File: src/rtl/sm3_msg_arb.sv
// sm3_msg_arb
//   Round-robin arbiter sharing one SM3 core (pad -> expnd -> cmprss) among
//   N_REQ message sources. A granted requester owns the core for one whole
//   message. The grant is held until that message's 256-bit digest returns,
//   and the digest is then routed back to the owner.
//
// Ports
//   clk, rst_n                 core clock, asynchronous active-low reset
//   req_d / req_vld_byte       per-requester word / byte-valid, packed by slot
//   req_vld / req_lst          per-requester word valid / last word of message
//   req_rdy                    word accepted (one-hot or zero)
//   res_d                      last digest, broadcast to all requesters
//   res_vld                    one-cycle digest strobe to the owner
//   msg_inpt_*                 message stream towards the core
//   cmprss_otpt_res / _vld     digest returned by the core
//   busy                       arbiter is not idle
//   owner                      current / last granted requester index
module sm3_msg_arb #(
  parameter  int N_REQ   = 2,
  parameter  int INPT_DW = 32,
  localparam int IDW     = $clog2(N_REQ),
  localparam int BW      = INPT_DW / 8
) (
  input  logic                     clk,
  input  logic                     rst_n,
  input  logic [N_REQ*INPT_DW-1:0] req_d,
  input  logic [N_REQ*BW-1:0]      req_vld_byte,
  input  logic [N_REQ-1:0]         req_vld,
  input  logic [N_REQ-1:0]         req_lst,
  output logic [N_REQ-1:0]         req_rdy,
  output logic [255:0]             res_d,
  output logic [N_REQ-1:0]         res_vld,
  output logic [INPT_DW-1:0]       msg_inpt_d,
  output logic [BW-1:0]            msg_inpt_vld_byte,
  output logic                     msg_inpt_vld,
  output logic                     msg_inpt_lst,
  input  logic                     msg_inpt_rdy,
  input  logic [255:0]             cmprss_otpt_res,
  input  logic                     cmprss_otpt_vld,
  output logic                     busy,
  output logic [IDW-1:0]           owner
);

  typedef enum logic [1:0] {
    IDLE = 2'd0,
    STRM = 2'd1,
    WAIT = 2'd2
  } state_e;

  state_e             state_q, state_d;
  logic [IDW-1:0]     owner_q, owner_d;
  logic [IDW-1:0]     rr_ptr_q, rr_ptr_d;
  logic [255:0]       res_d_q, res_d_d;
  logic [N_REQ-1:0]   res_vld_q, res_vld_d;

  logic [IDW-1:0]     pick;
  logic               pick_vld;
  logic [IDW-1:0]     owner_inc;
  logic [N_REQ-1:0]   owner_oh;
  logic               xfer;
  logic               xfer_lst;

  logic [INPT_DW-1:0] req_d_a  [N_REQ];
  logic [BW-1:0]      req_vb_a [N_REQ];

  for (genvar g = 0; g < N_REQ; g++) begin : g_unpack
    assign req_d_a[g]  = req_d[g*INPT_DW +: INPT_DW];
    assign req_vb_a[g] = req_vld_byte[g*BW +: BW];
  end

  // Round-robin pick: first requester with req_vld set, scanning upward
  // from rr_ptr and wrapping modulo N_REQ.
  always_comb begin
    int unsigned    idx;
    logic [IDW-1:0] idx_w;
    pick     = rr_ptr_q;
    pick_vld = 1'b0;
    idx      = 0;
    idx_w    = '0;
    for (int unsigned k = 0; k < N_REQ; k++) begin
      idx   = (32'(rr_ptr_q) + k) % N_REQ;
      idx_w = IDW'(idx);
      if (!pick_vld && req_vld[idx_w]) begin
        pick     = idx_w;
        pick_vld = 1'b1;
      end
    end
  end

  always_comb begin
    owner_oh          = '0;
    owner_oh[owner_q] = 1'b1;
    owner_inc         = (owner_q == IDW'(N_REQ - 1)) ? '0 : owner_q + 1'b1;
    xfer              = (state_q == STRM) && req_vld[owner_q] && msg_inpt_rdy;
    xfer_lst          = xfer && req_lst[owner_q];
  end

  // State register and datapath flops
  always_ff @(posedge clk or negedge rst_n) begin
    if (!rst_n) begin
      state_q   <= IDLE;
      owner_q   <= '0;
      rr_ptr_q  <= '0;
      res_d_q   <= '0;
      res_vld_q <= '0;
    end else begin
      state_q   <= state_d;
      owner_q   <= owner_d;
      rr_ptr_q  <= rr_ptr_d;
      res_d_q   <= res_d_d;
      res_vld_q <= res_vld_d;
    end
  end

  // Next-state and datapath next values
  always_comb begin
    state_d   = state_q;
    owner_d   = owner_q;
    rr_ptr_d  = rr_ptr_q;
    res_d_d   = res_d_q;
    res_vld_d = '0;
    case (state_q)
      IDLE: begin
        if (pick_vld) begin
          owner_d = pick;
          state_d = STRM;
        end
      end
      STRM: begin
        if (xfer_lst) begin
          rr_ptr_d = owner_inc;
          state_d  = WAIT;
        end
      end
      WAIT: begin
        if (cmprss_otpt_vld) begin
          res_d_d   = cmprss_otpt_res;
          res_vld_d = owner_oh;
          state_d   = IDLE;
        end
      end
      default: state_d = IDLE;
    endcase
  end

  // Outputs: the core bus is a combinational mux from the registered owner;
  // handshake signals are only live while streaming.
  always_comb begin
    msg_inpt_d        = req_d_a[owner_q];
    msg_inpt_vld_byte = req_vb_a[owner_q];
    msg_inpt_vld      = 1'b0;
    msg_inpt_lst      = 1'b0;
    req_rdy           = '0;
    if (state_q == STRM) begin
      msg_inpt_vld = req_vld[owner_q];
      msg_inpt_lst = req_lst[owner_q];
      req_rdy      = owner_oh & {N_REQ{msg_inpt_rdy}};
    end
    busy    = (state_q != IDLE);
    owner   = owner_q;
    res_d   = res_d_q;
    res_vld = res_vld_q;
  end

endmodule

File: config.mk
export PLATFORM = sky130hd
export DESIGN_NAME = sm3_msg_arb
export DESIGN_NICKNAME = d
export VERILOG_FILES = /design/src/rtl/sm3_msg_arb.sv
export SDC_FILE = /design/constraint.sdc
export NUM_CORES = 1
export LEC_CHECK = 0
export BUFFER_PORTS_ARGS = -buffer_cell sky130_fd_sc_hd__clkbuf_2
export CORE_AREA = 2 2 247 249
export CTS_BUF_LIST = sky130_fd_sc_hd__clkbuf_4
export DETAILED_ROUTE_END_ITERATION = 12
export DIE_AREA = 0 0 249 251
export MAX_ROUTING_LAYER = met4
export PLACE_DENSITY = 0.45
export SYNTH_ARGS = -nofsm -noshare
export SYNTH_HDL_FRONTEND = slang
export SYNTH_SLANG_ARGS = --single-unit
File: constraint.sdc
create_clock -name clk -period 2 [get_ports clk]
set_clock_uncertainty 0.15 [all_clocks]
set_input_delay 0.2 -clock clk [delete_from_list [all_inputs] [get_ports clk]]
set_output_delay 0.2 -clock clk [all_outputs]
set_load 0.02 [all_outputs]
==> results.tsv, run 1 <==
stage	metric	value	unit
yosys	Syn Std Cell Area	10300	sq um
clocking	# H-tree levels	3	
yosys	Seq/Total Area, Yosys	63.5	%
place	DP Worst Slack	0.194	ns
yosys	syn avg cell area	16.8	sq um
status	First Err	[ERROR RSZ-0060] Max buffer count reached.	
place	DP HPWL	26500	um
floorplan	die width	249	um
clocking	post-CTS setup buffer count	5	
floorplan	Die H	251	um
place	port buffer count	635	
yosys	Yosys cell types	20	
floorplan	# rows	90	
clocking	hold_buf cts	437	
clocking	clock tree root buffer cell	clkbuf_4	
clocking	TritonCTS buffer count	78	
clocking	Max Root-Sink Buffers	3	
yosys	Mapped Cells	614	
yosys	Synth Net Count	950	
status	failing step	clock tree synthesis (4_1_cts)	
floorplan	boundary pin count	636	
yosys	Synth Warn #	0	
clocking	post_cts resized	18	
place	placed cell areas	14600	sq um
clocking	clock sinks	262	
status	status	stopped before the end	
floorplan	Starting Density	17.3	%
yosys	post-synthesis sequential element count	262	
place	Routability Congestion	0.784	
per-stage QoR:
step                instances  utilization (%)
floorplan                 614                -
global placement         2037             24.5
detailed placement       2037             24.5
synthesized netlist by cell type, drive strengths merged:
cell type | number | area [sq um]
mux2 | 292 | 3290
dfrtp | 262 | 6560
buf | 32 | 317
nor2 | 7 | 26.3
inv | 3 | 11.3
nand3b | 3 | 35.0
a21oi | 2 | 10.0
mux2i | 2 | 20.0
nand2 | 2 | 7.51
a311oi | 1 | 8.76
a31oi | 1 | 6.26
clkbuf | 1 | 3.75
nand2b | 1 | 6.26
nand3 | 1 | 5.00
nor3 | 1 | 5.00
nor3b | 1 | 7.51
o22ai | 1 | 6.26
or2 | 1 | 6.26
cell families after synthesis:
| kind of cell | count (synthesis) | share of synthesized area (%) |
|---|---|---|
| flops | 262 | 63.5 |
| mux | 294 | 32.0 |
| compound gates | 5 | 0.303 |
| buf+inv | 36 | 3.21 |
| simple gates | 17 | 0.957 |
==> run 2: changes to the inputs <==
- CTS_BUF_LIST: sky130_fd_sc_hd__clkbuf_4 -> default
- MAX_ROUTING_LAYER: met4 -> default
- PLACE_DENSITY: 0.45 -> default
- PLACE_DENSITY_LB_ADDON: default -> 0.15
==> run 2 against run 1 <==
Against the previous run: the flow now finishes, with violations (negative setup slack); synthesized area did not move; synthesized cell count did not move.
==> results.tsv, run 2 <==
stage	metric	value	unit
routing	Detailed Routing Iterations Pass 1	4	
yosys	Yosys cell types	20	
routing	WL per Instance	16.7	um
floorplan	boundary pin count	636	
clocking	TritonCTS clock tree	done	
global_routing	met2 usage	22.7	%
setup_path	Crit. End Element	output pin	
yosys	Seq/Total Area, Yosys	63.5	%
yosys	synth top area cells	dfrtp_1, mux2_2, buf_6, buf_2, nor2_1	
global_routing	global-route wire length before repair	58300	um
clocking	Worst-Skew Late Latency	0.52	ns
setup_path	crit path DAT	1.69	ns
sta	Hold Violations, Final	0	
sta	Setup TNS	-0.132	ns
sta	final worst path period share	102	%
sta	final setup fails	8	
global_routing	met3 GRT Util	4.21	%
sta	Rel. slew slack	60.9	%
power_and_ir_drop	maximum vdd drop	0.730	mV
sta	fin worst setup slack	-0.0386	ns
power_and_ir_drop	Net Sw Frac	38.8	%
floorplan	Starting Density	17.3	%
power_and_ir_drop	leakage	9.69	nW
floorplan	core area	59800	sq um
global_routing	gr ovfl total	0	
routing	drt first-iter violations	212	
floorplan	# rows	90	
yosys	Syn Std Cell Area	10300	sq um
clocking	clock sinks	262	
cells_and_area	final net count	1885	
power_and_ir_drop	Clock power frac	22.9	%
global_routing	pin count of the biggest net entering global routing	61	
routing	via count of the routed design	8785	
routing	final WL	39200	um
yosys	Post-synth ARST share	100	%
floorplan	die area	62500	sq um
yosys	ys flop type	dfrtp_1	
global_routing	initial antenna violation count	3	
yosys	Synth Warn #	0	
clocking	Clock transition at path regs	0.06	ns
sta	Final min period	2.04	ns
flow_run	reported max-cap violation count	0	
routing	routed vias/inst	3.73	
clocking	# H-tree levels	2	
routing	post-route ant nets	0	
yosys	post-synthesis sequential element count	262	
setup_path	CP Launch Type	register	
routing	DRC violations left	0	
cells_and_area	max reg flops	256	
power_and_ir_drop	power per cell area	1480	nW/um^2
yosys	Mapped Cells	614	
clocking	Max Root-Sink Buffers	3	
yosys	most common cell in the netlist	mux2_2	
sta	Worst Tran Pin Value	0.587	ns
yosys	area leader, netlist	dfrtp_1	
place	port buffer count	635	
setup_path	crit path max fanout	32	
floorplan	die width	249	um
sta	WHS	0.0947	ns
sta	RSZ-0062 raised after global routing	yes	
setup_path	Setup Crit Path Kind	reg -> out	
cells_and_area	P&R area growth vs syn	78.4	%
power_and_ir_drop	Pint	0.0166	W
global_routing	Tot GR Track Use	12.2	%
yosys	Commonest cells post-synth	mux2_2, dfrtp_1, buf_6, buf_2, nor2_1	
yosys	syn avg cell area	16.8	sq um
sta	Max Slew Vio Count	0	
setup_path	Worst EP required	1.65	ns
cells_and_area	share of layout cells above drive strength 1	64.7	%
hold_path	Hold Path Class	in -> async	
place	DP HPWL	30700	um
global_routing	grt met1 use	12.5	%
floorplan	Die H	251	um
sta	FMAX	491	MHz
global_routing	Most Used Layer, Global Route	met2	
clocking	TritonCTS buffer count	34	
clocking	clock tree root buffer cell	clkbuf_16	
yosys	Synth top area share	63.5	%
cells_and_area	most common cell after layout, fill and taps aside	clkbuf_2	
power_and_ir_drop	Gate power share	43.0	%
power_and_ir_drop	Reg power frac	34.1	%
status	failing checks	negative setup slack	
power_and_ir_drop	switching power	0.0105	W
cells_and_area	most frequent cells in the layout	clkbuf_2, mux2_2, dlygate4sd3_1, dfrtp_1, clkbuf_16	
global_routing	vias in the first global route	9591	
yosys	EDFF count, synth	0	
cells_and_area	ANT cells	0	
place	Routability Congestion	0.841	
yosys	Synth Net Count	950	
status	status	finished, violations left	
-- run 2: final timing paths --
check                      startpoint                    to  slack (ns)  depth (start not counted)
min in group clk           req_lst[1]            state_q[1]        0.18                          5
max in group asynchronous       rst_n            res_d[122]        0.96                          3
hold / removal                  rst_n            res_d[200]        0.09                          2
setup reg to reg                owner            state_q[0]        0.02                          5
setup / recovery                owner  msg_inpt_vld_byte[3]       -0.04                          3
hold reg to reg            res_d[253]            res_d[253]        0.35                          1
-- run 2: cell type report --
cell class	instances	area [sq um]
repair buffers	932	6280
fillers	6157	41400
well taps	782	978
clock buffers	54	1090
multi-input cells	316	3450
flip-flops and latches	262	6560
inverters	3	11.3
clock inverters	6	58.8
-- run 2: through the flow --
step / instances / instance area, sq um / setup slack [ns] / util, % / total power (W)
after CTS: 2353 / 18400 / -0.102 / 30.8 / 0.0277
after floorplan: 614 / 10300 / 0.334 / - / 0.0158
after detailed placement: 2029 / 14600 / 0.238 / 24.4 / 0.0207
after global routing: 2355 / 18400 / -0.115 / 30.8 / 0.0287
final: 2355 / 18400 / -0.0386 / 30.8 / 0.0272
after global placement: 2029 / 14600 / 0.268 / 24.4 / 0.0206
-- run 2: cells by family (layout without fill, tap and decap cells) --
| group | count (synthesis) | count (layout) | share of synthesized area, % |
|---|---|---|---|
| DFF | 262 | 262 | 63.5 |
| buffers and inverters | 36 | 995 | 3.21 |
| AOI/OAI and AO/OA | 5 | 5 | 0.303 |
| muxes | 294 | 294 | 32.0 |
| and+or+nand+nor | 17 | 17 | 0.957 |
-- run 2: routing by layer --
metal	up-vias	part of all wire [%]
met5	-	0.071
met4	4	3.9
met3	66	7.8
met2	388	53
met1	4287	35
li1	4040	-
-- run 2: power by group through the flow --
stage | clock, W | combinational, W | sequential (W)
floorplan | 0 | 0.00334 | 0.0125
global placement | 0 | 0.0114 | 0.00927
detailed placement | 0 | 0.0114 | 0.00932
CTS | 0.00652 | 0.0119 | 0.00929
global route | 0.00673 | 0.0123 | 0.00963
finish | 0.00622 | 0.0117 | 0.00926
-- run 2: what timing repair did --
item | CTS | global route
setup buffers | 0 | 2
hold buffers | 264 | 0
hold endpoints to repair | 523 | 0
endpoints found under the setup margin | 37 | 42
pin swaps | 0 | 1
gates resized for setup | 6 | 21
-- run 2: critical path: stages, from the launching register on --
cell and delay [ns]:
dfrtp_2 0.38, buf_12 0.20, mux2_2 0.39, clkbuf_2 0.17
Note: power is estimated with default switching activity, not from simulation.
==> run 3: changes to the inputs <==
- CELL_PAD_IN_SITES_DETAIL_PLACEMENT: default -> 0
- CELL_PAD_IN_SITES_GLOBAL_PLACEMENT: default -> 1
- CORE_AREA: 2 2 247 249 -> 2 2 248 250
- DIE_AREA: 0 0 249 251 -> 0 0 250 252
- GPL_ROUTABILITY_DRIVEN: default -> 0
- SETUP_SLACK_MARGIN: default -> 0.02
==> run 3 against run 2 <==
Against the previous run: the run still ends with negative setup slack left; maximum frequency fell by 0.55%; total power up 2.2%; wire length down 2.5%; first-iteration DRC count grew 2.4%; via count decreased by 1.0%; sequential share of layout area is 0.65 points lower; global-route usage shrank 0.51 points; sequential power is essentially flat; clock power rose by 4.5%; register-to-register slack gained 0.13 ns; largest power group unchanged.
==> results.tsv, run 3 (same netlist as run 2, synthesis figures left out) <==
stage	metric	value	unit
status	status	finished, violations left	
status	failing checks	negative setup slack	
clocking	clock sinks	262	
place	port buffer count	635	
global_routing	vias in the first global route	9661	
cells_and_area	share of layout cells above drive strength 1	64.8	%
setup_path	Setup Crit Path Kind	reg -> out	
floorplan	Die H	252	um
power_and_ir_drop	maximum vdd drop	0.729	mV
floorplan	core area	60100	sq um
sta	fin worst setup slack	-0.0498	ns
setup_path	Worst EP required	1.65	ns
power_and_ir_drop	Net Sw Frac	38.2	%
sta	Final min period	2.05	ns
routing	Detailed Routing Iterations Pass 1	4	
power_and_ir_drop	leakage	9.84	nW
cells_and_area	area occupied by multi-input gates	3460	sq um
global_routing	initial antenna violation count	0	
setup_path	R2R depth	6	
place	placed cell areas	14700	sq um
sta	Hold Violations, Final	0	
sta	Max Slew Vio Count	0	
clocking	# H-tree levels	2	
cells_and_area	FILL cells	6269	
sta	Setup TNS	-0.641	ns
cells_and_area	ANT cells	0	
power_and_ir_drop	Pint	0.0172	W
sta	RSZ-0062 raised after global routing	yes	
power_and_ir_drop	Gate power share	43.2	%
setup_path	crit path DAT	1.70	ns
power_and_ir_drop	Clock power frac	23.4	%
clocking	Worst-Skew Late Latency	0.53	ns
global_routing	global-route wire length before repair	57200	um
power_and_ir_drop	Reg power frac	33.4	%
clocking	Clock transition at path regs	0.06	ns
flow_run	reported max-cap violation count	0	
clocking	TritonCTS buffer count	36	
global_routing	gr ovfl total	0	
power_and_ir_drop	power per cell area	1480	nW/um^2
floorplan	die area	63000	sq um
setup_path	slowest CP cell	dfrtp_2	
routing	drt first-iter violations	217	
floorplan	# rows	90	
cells_and_area	most common cell after layout, fill and taps aside	clkbuf_2	
cells_and_area	most frequent cells in the layout	clkbuf_2, mux2_2, dlygate4sd3_1, dfrtp_1, clkbuf_16	
routing	DRC violations left	0	
floorplan	boundary pin count	636	
global_routing	Tot GR Track Use	11.7	%
place	DP HPWL	29300	um
setup_path	r2r endpoint	owner	
sta	final worst path period share	102	%
hold_path	Hold Path Class	in -> async	
cells_and_area	post-route cell area	18800	sq um
clocking	Max Root-Sink Buffers	3	
routing	routed vias/inst	3.66	
place	DP Worst Slack	0.274	ns
setup_path	worst r2r src	owner	
power_and_ir_drop	switching power	0.0106	W
routing	final WL	38200	um
routing	via count of the routed design	8694	
cells_and_area	final net count	1902	
clocking	TritonCTS clock tree	done	
cells_and_area	P&R area growth vs syn	81.7	%
sta	Worst Tran Pin Value	0.532	ns
clocking	clock tree root buffer cell	clkbuf_16	
setup_path	max incr delay on CP	0.40	ns
sta	final setup fails	27	
routing	WL per Instance	16.1	um
sta	WHS	0.0695	ns
cells_and_area	register area	6560	sq um
cells_and_area	max reg flops	256	
setup_path	critical-path cell list	buf_12 > mux2_2 > clkbuf_2	
sta	Rel. slew slack	64.5	%
setup_path	Crit. End Element	output pin	
global_routing	pin count of the biggest net entering global routing	53	
floorplan	Starting Density	17.2	%
sta	FMAX	488	MHz
setup_path	reg-to-reg setup timing slack	0.15	ns
floorplan	die width	250	um
setup_path	crit path max fanout	23	
setup_path	CP Launch Type	register	
routing	post-route ant nets	0	
==> run 3: cell types whose count changed in the layout (fill, tap and decap cells not counted), moves of 3 or more <==
| cell | before | now |
|---|---|---|
| clkbuf_8 | 12 | 7 |
| buf_2 | 15 | 10 |
| clkbuf_1 | 7 | 10 |
| buf_6 | 0 | 11 |
| buf_4 | 21 | 35 |
| mux2_2 | 291 | 285 |
| clkbuf_2 | 614 | 604 |
| mux2_4 | 1 | 7 |
| clkinv_2 | 4 | 1 |
==> run 3: power groups by stage <==
stage	registers [W]	logic [W]	clock network, W
3_5_place_dp	0.00935	0.0112	0
4_1_cts	0.00930	0.0120	0.00680
2_1_floorplan	0.0125	0.00334	0
6_report	0.00927	0.0120	0.00650
3_3_place_gp	0.00930	0.0112	0
5_1_grt	0.00964	0.0127	0.00703
==> run 3: worst max-delay path by stage <==
stage                     from              endpoint  slack (ns)  depth (start not counted)
global route             owner  msg_inpt_vld_byte[1]       -0.12                          3
floorplan                owner         msg_inpt_d[0]        0.33                          3
detailed placement  state_q[1]            res_d[174]        0.27                          4
CTS                      owner  msg_inpt_vld_byte[1]       -0.10                          3
global placement    state_q[1]            res_d[192]        0.30                          4
finish                   owner        msg_inpt_d[26]       -0.05                          3
==> run 3: cell type report <==
cell class	instances	share of cell area [%]
sequential	262	34.9
tap	782	5.21
timing repair buffer	947	34.9
clock inverter	9	0.727
multi-input combinational	316	18.5
clock buffer	54	5.65
inverter	3	0.0600
==> run 3: repair_timing <==
item	in CTS	in global routing
buffers inserted	3	1
hold buffers	265	0
resized for setup	10	64
endpoints found under the setup margin	37	40
hold endpoints to repair	523	0
cloned	2	1
==> run 3: worst max-delay path, delay by kind of cell (launching register included) <==
family   cells  cell delay, ns
mux          1            0.40
flops        1            0.40
buf+inv      2            0.36
==> run 3: per-layer routing <==
metal / track usage (%) / vias to the layer above / share of wire [%]
met3: 4.13 / 49 / 8.4
met4: 3.51 / 0 / 2.1
li1: - / 4088 / -
met1: 14.0 / 4219 / 40
met2: 19.9 / 338 / 49
met5: 0 / - / 0
==> run 3: through the flow <==
step                      total power, W  util (%)  cells
final                             0.0278      31.2   2373
after detailed placement          0.0206      24.4   2038
after global placement            0.0205      24.4   2038
after CTS                         0.0281      31.0   2371
after floorplan                   0.0158         -    614
after global routing              0.0294      31.2   2373
==> run 4: changes to the inputs <==
--- a/config.mk
+++ b/config.mk
@@ -13,5 +13,5 @@
 export DIE_AREA = 0 0 250 252
 export GPL_ROUTABILITY_DRIVEN = 0
-export PLACE_DENSITY_LB_ADDON = 0.15
+export PLACE_DENSITY = 0.47
 export SETUP_SLACK_MARGIN = 0.02
 export SYNTH_ARGS = -nofsm -noshare
==> constraint.sdc (replaced) <==
create_clock -name clk -period 2 [get_ports clk]
set_clock_uncertainty 0.15 [all_clocks]
set_input_delay 0.3 -clock clk [delete_from_list [all_inputs] [get_ports clk]]
set_output_delay 0.3 -clock clk [all_outputs]
set_load 0.02 [all_outputs]
==> run 4 against run 3 <==
Against the previous run: critical path type unchanged; highest routed layer is now met5; via count increased by 0.18%; cell count decreased by 0.25%; critical endpoint is now msg_inpt_d[15]; sequential cell count unchanged; clock power decreased by 3%; the run still ends with negative setup slack left.
==> results.tsv, run 4 (same netlist as run 2, synthesis figures left out) <==
stage	metric	value	unit
routing	Detailed Routing Iterations Pass 1	4	
routing	routed vias/inst	3.68	
setup_path	r2r endpoint	res_d[222]	
routing	drt first-iter violations	277	
routing	DRC violations left	0	
clocking	Clock transition at path regs	0.06	ns
routing	via count of the routed design	8710	
sta	FMAX	459	MHz
routing	post-route ant nets	0	
setup_path	Crit. End Element	output pin	
clocking	clock sinks	262	
clocking	# H-tree levels	2	
sta	final setup fails	38	
sta	Hold Violations, Final	0	
floorplan	die area	63000	sq um
setup_path	crit path max fanout	8	
place	DP HPWL	29300	um
place	DP Worst Slack	0.232	ns
power_and_ir_drop	power per cell area	1470	nW/um^2
routing	final WL	38000	um
floorplan	core area	60100	sq um
setup_path	crit path DAT	1.73	ns
cells_and_area	final std cells w/o fill	2367	
sta	Worst Tran Pin Value	0.341	ns
floorplan	boundary pin count	636	
global_routing	global-route wire length before repair	55900	um
global_routing	initial antenna violation count	5	
cells_and_area	share of layout cells above drive strength 1	65.3	%
floorplan	Starting Density	17.2	%
status	status	finished, violations left	
setup_path	R2R depth	5	
global_routing	met2 usage	20.0	%
global_routing	vias in the first global route	9433	
floorplan	# rows	90	
sta	WHS	0.0637	ns
setup_path	worst r2r src	state_q[1]	
setup_path	CP Launch Type	register	
cells_and_area	P&R area growth vs syn	81.4	%
sta	Final min period	2.18	ns
cells_and_area	most common cell after layout, fill and taps aside	clkbuf_2	
floorplan	Die H	252	um
global_routing	pin count of the biggest net entering global routing	57	
sta	Max Slew Vio Count	0	
power_and_ir_drop	leakage	9.83	nW
cells_and_area	most frequent cells in the layout	clkbuf_2, mux2_2, dlygate4sd3_1, dfrtp_1, clkbuf_16	
flow_run	reported max-cap violation count	0	
hold_path	Hold Path Class	in -> async	
clocking	Worst-Skew Late Latency	0.52	ns
setup_path	reg-to-reg setup timing slack	0.13	ns
sta	Setup TNS	-4.79	ns
status	failing checks	negative setup slack	
setup_path	Worst EP required	1.55	ns
cells_and_area	max reg flops	256	
global_routing	Tot GR Track Use	11.5	%
setup_path	Setup Crit Path Kind	reg -> out	
place	port buffer count	635	
global_routing	grt met1 use	13.1	%
power_and_ir_drop	maximum vdd drop	0.759	mV
clocking	clock tree root buffer cell	clkbuf_16	
floorplan	die width	250	um
cells_and_area	post-layout util	31.2	%
sta	RSZ-0062 raised after global routing	yes	
routing	WL per Instance	16.0	um
clocking	TritonCTS clock tree	done	
global_routing	gr ovfl total	0	
global_routing	met3 GRT Util	4.04	%
sta	final worst path period share	109	%
sta	fin worst setup slack	-0.178	ns
sta	Rel. slew slack	77.3	%
place	Post-Place Cells	2038	
global_routing	Most Used Layer, Global Route	met2	
clocking	Max Root-Sink Buffers	3	
cells_and_area	final net count	1897	
clocking	TritonCTS buffer count	34	
==> run 4: cell count changes in the layout (fill, tap and decap cells not counted), sizes merged <==
cell         before  now
dlygate4sd3     265  261
clkbuf          659  657
clkinv            2    4
inv               5    3
buf              77   78
bufinv            3    2
clkinvlp          2    1
diode             0    1
==> run 4: worst max-delay path, cell delays in order, from the launching register on <==
cell,delay (ns)
dfrtp_2,0.41
buf_12,0.15
buf_4,0.13
mux2_4,0.36
buf_8,0.15
==> run 4: stage by stage <==
| stage | cell area, sq um | total power (W) |
|---|---|---|
| finish | 18700 | 0.0276 |
| global route | 18700 | 0.0291 |
| CTS | 18600 | 0.0278 |
| detailed placement | 14700 | 0.0206 |
| global placement | 14700 | 0.0205 |
| floorplan | 10300 | 0.0158 |
==> run 4: final cells by class <==
cell class / count / area (sq um)
Inverter: 3 / 11.3
Antenna cell: 1 / 2.50
Clock buffer: 52 / 1080
Tap cell: 782 / 978
Sequential cell: 262 / 6560
Multi-Input combinational cell: 316 / 3460
Timing Repair Buffer: 944 / 6550
Fill cell: 6171 / 41400
Clock inverter: 7 / 87.6
==> run 4: how the worst max path moves through the flow <==
stage | from | endpoint | slack, ns | cells after the start
finish | owner | msg_inpt_d[15] | -0.18 | 4
global route | owner | msg_inpt_vld_byte[1] | -0.23 | 4
CTS | owner | msg_inpt_d[0] | -0.22 | 3
detailed placement | state_q[1] | res_d[54] | 0.23 | 4
global placement | state_q[1] | res_d[4] | 0.25 | 4
floorplan | owner | msg_inpt_d[0] | 0.23 | 3
==> run 4: metal layers <==
metal / part of all wire [%] / vias up / wire length, um
met3: 8.2 / 62 / 3130
met1: 39 / 4226 / 14800
met4: 2.4 / 6 / 897
li1: - / 4070 / -
met2: 50 / 346 / 19100
met5: 0.090 / - / 34
==> run 4: power breakdown <==
part           total (W)  internal (W)  switching (W)
logic             0.0119       0.00515        0.00677
clock network    0.00632       0.00397        0.00235
registers        0.00931       0.00793        0.00138
==> run 4: what timing repair did <==
| item | CTS | global route |
|---|---|---|
| setup endpoints to repair | 41 | 41 |
| setup buffers | 5 | 1 |
| hold endpoints to repair | 497 | 0 |
| pin swaps | 1 | 3 |
| hold buffers | 262 | 0 |
| gates resized for setup | 15 | 58 |
| cloned | 0 | 2 |
